`config.mk`:
```
export PLATFORM = sky130hd
export DESIGN_NAME = b2a_sched
export DESIGN_NICKNAME = d
export VERILOG_FILES = /design/src/rtl/b2a_pkg.sv /design/src/rtl/b2a_tagline.sv /design/src/rtl/b2a_sched.sv
export SDC_FILE = /design/constraint.sdc
export NUM_CORES = 1
export LEC_CHECK = 0
export ABC_AREA = 1
export CAP_MARGIN = 10
export CORE_AREA = 2 2 272 274
export CTS_BUF_LIST = sky130_fd_sc_hd__clkbuf_4
export DETAILED_ROUTE_END_ITERATION = 7
export DIE_AREA = 0 0 274 276
export PLACE_DENSITY_LB_ADDON = 0.2
export SLEW_MARGIN = 20
export SYNTH_ARGS = -nofsm -noshare
export SYNTH_HDL_FRONTEND = slang
export SYNTH_SLANG_ARGS = --single-unit
```
`constraint.sdc`:
```
create_clock -name clk_i -period 5.6 [get_ports clk_i]
set_clock_uncertainty 0.15 [all_clocks]
set_input_delay 0.84 -clock clk_i [delete_from_list [all_inputs] [get_ports clk_i]]
set_output_delay 0.84 -clock clk_i [all_outputs]
set_load 0.03 [all_outputs]
```
`src/rtl/b2a_pkg.sv`:
```
// Shared defaults and FSM state encoding for the Boolean-to-arithmetic
// converter issue controller.
package b2a_pkg;
  localparam int B2A_K_WIDTH  = 32;
  localparam int B2A_N_SHARES = 3;
  localparam int B2A_LAT      = 30;

  typedef enum logic [1:0] {ST_RUN, ST_DRAIN, ST_IDLE} b2a_state_e;
endpackage

```
`src/rtl/b2a_tagline.sv`:
```
// Enable-gated {valid, ID} delay line that mirrors the converter core's
// pipeline occupancy. It is built from a generic enable-gated register.
module b2a_en_reg #(
  parameter int W = 1
) (
  input  logic         clk,
  input  logic         rst_n,
  input  logic         en,
  input  logic [W-1:0] d,
  output logic [W-1:0] q
);
  always_ff @(posedge clk or negedge rst_n)
    if (!rst_n)  q <= '0;
    else if (en) q <= d;
endmodule

module b2a_tagline #(
  parameter int LAT = 30,
  parameter int IDW = 2
) (
  input  logic           clk,
  input  logic           rst_n,
  input  logic           en,
  input  logic           in_vld,
  input  logic [IDW-1:0] in_id,
  output logic           head_vld,
  output logic [IDW-1:0] head_id
);
  logic [LAT:0][IDW:0] stg;

  assign stg[0] = {in_vld, in_id};

  for (genvar i = 0; i < LAT; i++) begin : g_stg
    b2a_en_reg #(.W(IDW + 1)) u_reg (
      .clk   (clk),
      .rst_n (rst_n),
      .en    (en),
      .d     (stg[i]),
      .q     (stg[i+1])
    );
  end

  assign {head_vld, head_id} = stg[LAT];
endmodule

```
`src/rtl/b2a_sched.sv`:
```
// Issue controller for the pipelined B2A converter: round-robin issue,
// global enable gating, requester-ID tracking and drain-to-idle.
module b2a_sched
  import b2a_pkg::*;
#(
  parameter int K_WIDTH   = B2A_K_WIDTH,
  parameter int N_SHARES  = B2A_N_SHARES,
  parameter int MASKWIDTH = K_WIDTH * N_SHARES,
  parameter int NREQ      = 4,
  parameter int IDW       = $clog2(NREQ),
  parameter int LAT       = B2A_LAT
) (
  input  logic                           clk_i,
  input  logic                           rst_ni,
  input  logic [NREQ-1:0]                req_vld_i,
  input  logic [NREQ-1:0][MASKWIDTH-1:0] req_b_i,
  output logic [NREQ-1:0]                req_rdy_o,
  input  logic                           rnd_vld_i,
  output logic                           rnd_rdy_o,
  output logic                           core_dvld_o,
  output logic                           core_rvld_o,
  output logic [MASKWIDTH-1:0]           core_b_o,
  input  logic                           core_dvld_i,
  input  logic [MASKWIDTH-1:0]           core_a_i,
  output logic                           out_vld_o,
  output logic [MASKWIDTH-1:0]           out_a_o,
  output logic [IDW-1:0]                 out_id_o,
  input  logic                           out_rdy_i,
  input  logic                           quiesce_i,
  output logic                           idle_o,
  output logic [$clog2(LAT+1)-1:0]       inflight_o
);
  localparam int CW = $clog2(LAT + 1);

  b2a_state_e     state, state_nxt;
  logic [IDW-1:0] ptr, gnt_id, idx;
  logic [CW-1:0]  cnt, cnt_nxt;
  logic           en, found, issue, retire, head_vld;

  // Reset gating keeps the enable low while the core is held in reset.
  assign en          = rst_ni & rnd_vld_i & ~(core_dvld_i & ~out_rdy_i);
  assign rnd_rdy_o   = en;
  assign core_rvld_o = en;

  always_comb begin
    found  = 1'b0;
    gnt_id = '0;
    idx    = '0;
    for (int k = 0; k < NREQ; k++) begin
      idx = IDW'((int'(ptr) + k) % NREQ);
      if (!found && req_vld_i[idx]) begin
        found  = 1'b1;
        gnt_id = idx;
      end
    end
  end

  assign issue       = (state == ST_RUN) & en & ~quiesce_i & found;
  assign core_dvld_o = issue;
  assign core_b_o    = issue ? req_b_i[gnt_id] : '0;

  always_comb begin
    req_rdy_o = '0;
    if (issue) req_rdy_o[gnt_id] = 1'b1;
  end

  // A result only leaves once the frozen core is allowed to advance.
  assign retire    = core_dvld_i & out_rdy_i & en;
  assign out_vld_o = core_dvld_i;
  assign out_a_o   = core_a_i;

  always_comb begin
    cnt_nxt = cnt;
    if (issue && !retire)      cnt_nxt = cnt + 1'b1;
    else if (!issue && retire) cnt_nxt = cnt - 1'b1;
  end

  always_comb begin
    state_nxt = state;
    unique case (state)
      ST_RUN:   if (quiesce_i) state_nxt = ST_DRAIN;
      ST_DRAIN: if (!quiesce_i)          state_nxt = ST_RUN;
                else if (cnt_nxt == '0)  state_nxt = ST_IDLE;
      ST_IDLE:  if (!quiesce_i) state_nxt = ST_RUN;
      default:  state_nxt = ST_RUN;
    endcase
  end

  always_ff @(posedge clk_i or negedge rst_ni)
    if (!rst_ni) begin
      state <= ST_RUN;
      ptr   <= '0;
      cnt   <= '0;
    end else begin
      state <= state_nxt;
      cnt   <= cnt_nxt;
      if (issue) ptr <= (int'(gnt_id) == NREQ - 1) ? '0 : IDW'(gnt_id + 1'b1);
    end

  assign idle_o     = (state == ST_IDLE);
  assign inflight_o = cnt;

  b2a_tagline #(.LAT(LAT), .IDW(IDW)) u_tagline (
    .clk      (clk_i),
    .rst_n    (rst_ni),
    .en       (en),
    .in_vld   (issue),
    .in_id    (gnt_id),
    .head_vld (head_vld),
    .head_id  (out_id_o)
  );

  a_head_match: assert property (@(posedge clk_i) disable iff (!rst_ni)
    core_dvld_i == head_vld);
endmodule

```
# Yosys cells after proc, flatten, opt, wreduce, memory -nomap -nowiden
# Index checks and enable logic that the tools add are counted.
[totals]
ff_bits = 69
inputBits = 490
output_inout_bits = 208
word_cells = 106
[op_classes]
n_addsub = 6
n_lt_le_gt_ge = 6
n_eq_ne = 6
muxes = 30
bitwise_logic = 11
n_reduce_logical = 14
[ops]
columns = ["op", "count"]
rows = [
  ["$bmux 96 s2", 1],
  ["$mux 96", 2],
  ["$mux 2", 9],
  ["$lt 2x3->1 const B", 5],
  ["$mux 5", 2],
  ["$mux 1", 9],
  ["$and 1x1->1", 8],
  ["$bmux 1 s2", 4],
  ["$logic_and 1x1->1", 6],
  ["$pmux 2 s3", 1],
  ["$add 5x1->5 const B", 1],
  ["$logic_not 1->1", 5],
  ["$logic_not 5->1", 1],
  ["$sub 5x1->5 const B", 1],
  ["$add 2x1->2 const B", 2],
  ["$add 2x2->2 const B", 2],
  ["$eq 2x1->1 const B", 2],
  ["$mux 4", 1],
  ["$ne 2x2->1 const B", 2],
  ["$ne 3x3->1 const B", 1],
  ["$not 1->1", 3],
  ["$reduce_and 3->1", 1],
  ["$demux 1 s2", 1],
  ["$eq 2x2->1 const B", 1],
  ["other kinds (2)", 2],
]

# Depth between registers and ports, before layout
[logic_depth]
depth_word = 21
mapped_depth = 17
mapped_depth_nobuf = 17

# Modules after synthesis
# From an unflattened synthesis, not the netlist that was laid out.
[unflattened]
hier_cells = 1383
area_unflattened_um2 = 8695.8
[modules_own_cells]
columns = ["mod", "n_inst", "cells_per_inst", "area_per_inst_um2", "seq_area_each_um2"]
rows = [
  ["b2a_sched", 1, 993, 5317.6, 225.2],
  ["b2a_en_reg", 30, 13, 112.6, 75.1],
]

# Worst setup path after synthesis
# No wires, ideal clock.
[synth_timing]
kind = "input-to-output"
startpoint = "input port req_vld_i[3]"
endpoint = "output port core_b_o[16]"
t_arrival_ps = 2590
required_time_ps = 4610
setup_slack_ps = 2020
cell_stages = 15
n_path_buf = 2
cell_sequence = "inv_1 > nand2_2 > nand3_1 > nand2_2 > nor2_8 > nand3b_4 > nand2_1 > nand2_2 > inv_2 > buf_4 > buf_4 > nand2_1 > nand2_1 > nand2_1 > a21oi_1"
[synth_between]
elab_chain_cells = 15
word_cells_on_any_way = 26
classes_between = "19 x mux; 1 x bitwise; 6 x reduce/logical"
[synth_lines]
columns = ["item", "line_no", "rtl"]
rows = [
  ["start, declared", "b2a_sched.sv:15", "input logic [NREQ-1:0] req_vld_i,"],
  ["$bmux 1 s2", "b2a_sched.sv:51", "if (!found && req_vld_i[idx]) begin"],
  ["$mux 1 (not written as such)", "b2a_sched.sv:51", ""],
  ["$mux 1", "b2a_sched.sv:51", ""],
  ["$logic_not 1->1", "b2a_sched.sv:51", ""],
  ["$logic_and 1x1->1", "b2a_sched.sv:51", ""],
  ["$mux 1", "b2a_sched.sv:51", ""],
  ["$logic_not 1->1", "b2a_sched.sv:51", ""],
  ["$logic_and 1x1->1", "b2a_sched.sv:51", ""],
  ["$mux 1", "b2a_sched.sv:51", ""],
  ["$logic_not 1->1", "b2a_sched.sv:51", ""],
  ["$logic_and 1x1->1", "b2a_sched.sv:51", ""],
  ["$mux 2", "b2a_sched.sv:51", ""],
  ["$bmux 96 s2", "b2a_sched.sv:60", "assign core_b_o = issue ? req_b_i[gnt_id] : '0;"],
  ["$mux 96 (not written as such)", "b2a_sched.sv:60", ""],
  ["$mux 96 (*)", "b2a_sched.sv:60", ""],
  ["end, declared", "b2a_sched.sv:22", "output logic [MASKWIDTH-1:0] core_b_o,"],
]
# Every way passes the cells marked *; elsewhere a longest branch is shown, timed or not. The select of a mux whose other input is x is not followed.

# Worst setup path in the final report
[layout_timing]
startpoint = "input port req_vld_i[3]"
endpoint = "output port core_b_o[6]"
# Same word-level chain as after synthesis.

==> impl_metrics.env <==
export IMPL_clock_path_buffers=2
export IMPL_drive_gt1_share_pct=12.8
export IMPL_ir_worst_vdd_mv=0.356
export IMPL_cts_root_buf="clkbuf_4"
export IMPL_rows=99
export IMPL_io_buffers=505
export IMPL_holdWs_ps=193
export IMPL_dpl_hpwl_mm=35.8
export IMPL_synth_simple_gate_area_share_pct=52.0
export IMPL_grt_use_total_pct=11.3
export IMPL_synth_warning_count=0
export IMPL_grt_max_degree=83
export IMPL_nNetsFinal=2187
export IMPL_post_drt_wl_per_cell_um=16.9
export IMPL_clk_latency_ps=410
export IMPL_die_area_um2=75600
export IMPL_synthMuxAreaShare_pct=0
export IMPL_viasPerCell=3.59
export IMPL_antenna_found_initial=13
export IMPL_die_y_um=276
export IMPL_cpMaxStageDelayCell="clkdlybuf4s50_1"
export IMPL_maxSlewHeadroom_pct=52.7
export IMPL_ioPinCount=698
export IMPL_fillers=8388
export IMPL_crit_fanout=60
export IMPL_crit_required_ps=4610
export IMPL_hold_path_class="input pin to async pin"
export IMPL_die_x_um=274
export IMPL_drv_slew=0
export IMPL_via_count=9545
export IMPL_synthXorXnorAreaFrac_pct=0.441
export IMPL_detail_route_first_pass_iterations=5
export IMPL_crit_path_start_kind="input pin"
export IMPL_antenna_left=0
export IMPL_post_cts_buffers=0
export IMPL_cp_cell_sequence="clkdlybuf4s50_1, inv_1, nand2_2, nand3_1, nand2_2, nor2_8, nand2_2, nand4_1, nand2_8, inv_6, or2_2, nand3_1, a21oi_1, clkdlybuf4s50_1"
export IMPL_synth_nets=1829
export IMPL_cts_resized=0
export IMPL_cp_top_family="buffers and inverters"
export IMPL_synth_compound_area_share_pct=7.84
export IMPL_tns_ps=0
export IMPL_syn_avg_cell_area_um2=5.96
export IMPL_status="finished clean"
export IMPL_power_mw=6.38
export IMPL_grt_pass1_vias=9625
export IMPL_yosysSeqAreaShare_pct=21.7
export IMPL_grt_pass1_wl_mm=64.3
export IMPL_cp_end_kind="primary output"
export IMPL_placedCellCount=2639
export IMPL_fin_cells=2660
export IMPL_syn_area_um2=7950
export IMPL_synth_fa_ha_area_share_pct=0.944
export IMPL_power_density_nw_per_um2=476
export IMPL_slowest_delay_ps=730
export IMPL_htree_levels=3
export IMPL_postCtsHoldBufs=0
export IMPL_wl_mm=45.0
export IMPL_fin_crit_ps=4970
export IMPL_coreArea_um2=72600
export IMPL_timing_worst_slew_pin_value_ps=709
export IMPL_cts_buffers=9
export IMPL_overflow=0
export IMPL_drc=0
export IMPL_synthCells=1333
export IMPL_gp_congestion=0.810
export IMPL_synth_seq_cells=69
export IMPL_path_class="input pin to primary output"
export IMPL_clk_pin_slew_ps=100
export IMPL_initial_core_util_pct=11.0
export IMPL_layout_common_cells="nand2_1, clkdlybuf4s50_1, nand3_1, a21oi_1, buf_4"
export IMPL_ys_types=31
export IMPL_final_common_cell="nand2_1"
export IMPL_syn_to_final_growth_pct=68.6
export IMPL_drtIter0Drc=430
export IMPL_crit_top_cell="nand2_2"
export IMPL_maxCapViolCount=0
export IMPL_rsz0062_at_grt="false"
export IMPL_cts_tree="built"
export IMPL_hold_viol_final=0
export IMPL_finalSetupViolations=0
export IMPL_fmax_mhz=201
export IMPL_crit_buf_inv=4
export IMPL_period_share_pct=88.8
export IMPL_clock_sinks=69
export IMPL_crit_arrival_ps=3980
export IMPL_synth_top_family_by_area="simple AND/OR/NAND/NOR gates"
export IMPL_p_leak_nw=5.90
-- cell families after synthesis --
group           count (synthesis)
flops                          69
xor+xnor                        4
fa+ha+maj                       6
simple gates                  915
compound gates                121
buf+inv                       218
-- synthesized netlist by cell type (all sizes together) --
library cell  instances  area, µm²
a21oi                98        494
and2                  1       6.26
buf                 154       1110
clkbuf               30        114
dfrtp                69       1730
ha                    6       75.1
inv                  34        128
nand2               591       2250
nand3               111        556
nand3b                1       20.0
nand4                 5       31.3
nor2                 13       65.1
nor3                  1       5.00
o2111ai               1       15.0
o21ai                22        114
or2                 192       1200
xnor2                 1       8.76
xor2                  3       26.3
-- report_power, final --
part | switching, mW | leakage (nW) | total, mW | internal, mW
logic | 3.41 | 4.92 | 5.33 | 1.91
registers | 0.105 | 0.909 | 0.734 | 0.630
clock network | 0.168 | 0.0725 | 0.315 | 0.147
total | 3.69 | 5.90 | 6.38 | 2.69
-- state kept, by name, summed over array words and instances (netlist names) --
name / flops
u_tagline.g_stg.u_reg.q: 60
ptr: 2
inflight_o: 5
state: 2
-- area by class of cell --
class | count | area (µm²) | share of cell area, %
timing repair buffer | 531 | 5300 | 39.5
multi-input combinational | 1046 | 4900 | 36.6
sequential | 69 | 1730 | 12.9
tap | 959 | 1200 | 8.95
inverter | 34 | 135 | 1.01
clock buffer | 12 | 90.1 | 0.672
clock inverter | 3 | 37.5 | 0.280
antenna | 6 | 15.0 | 0.112
-- metal layers --
layer	track usage, %	part of all wire (%)
met4	2.72	1.9
met1	13.3	40
met2	19.7	49
met3	3.82	8.4
met5	0	0.058
-- path summary, 6_finish.rpt --
kind | startpoint | end | slack, ps | cells past startpoint
worst max-delay path | req_vld_i[3] | core_b_o[6] | 630 | 14
worst min-delay path | rst_ni | u_tagline.g_stg[25].u_reg.q[0] | 190 | 1
worst max register to register | ptr[0] | ptr[0] | 2200 | 14
worst min register to register | u_tagline.g_stg[21].u_reg.q[1] | u_tagline.g_stg[21].u_reg.q[1] | 330 | 2
max in group asynchronous | rst_ni | u_tagline.g_stg[17].u_reg.q[0] | 4060 | 2
min in group clk_i | u_tagline.g_stg[21].u_reg.q[1] | u_tagline.g_stg[21].u_reg.q[1] | 330 | 2
-- stage by stage --
stage / utilization [%] / setup WS [ps] / area, µm²
floorplan: - / 2020 / 7950
global placement: 18.3 / 651 / 13300
detailed placement: 18.3 / 620 / 13300
CTS: 18.4 / 604 / 13400
global route: 18.5 / 402 / 13400
finish: 18.5 / 629 / 13400
(Power assumes the default switching activity.)
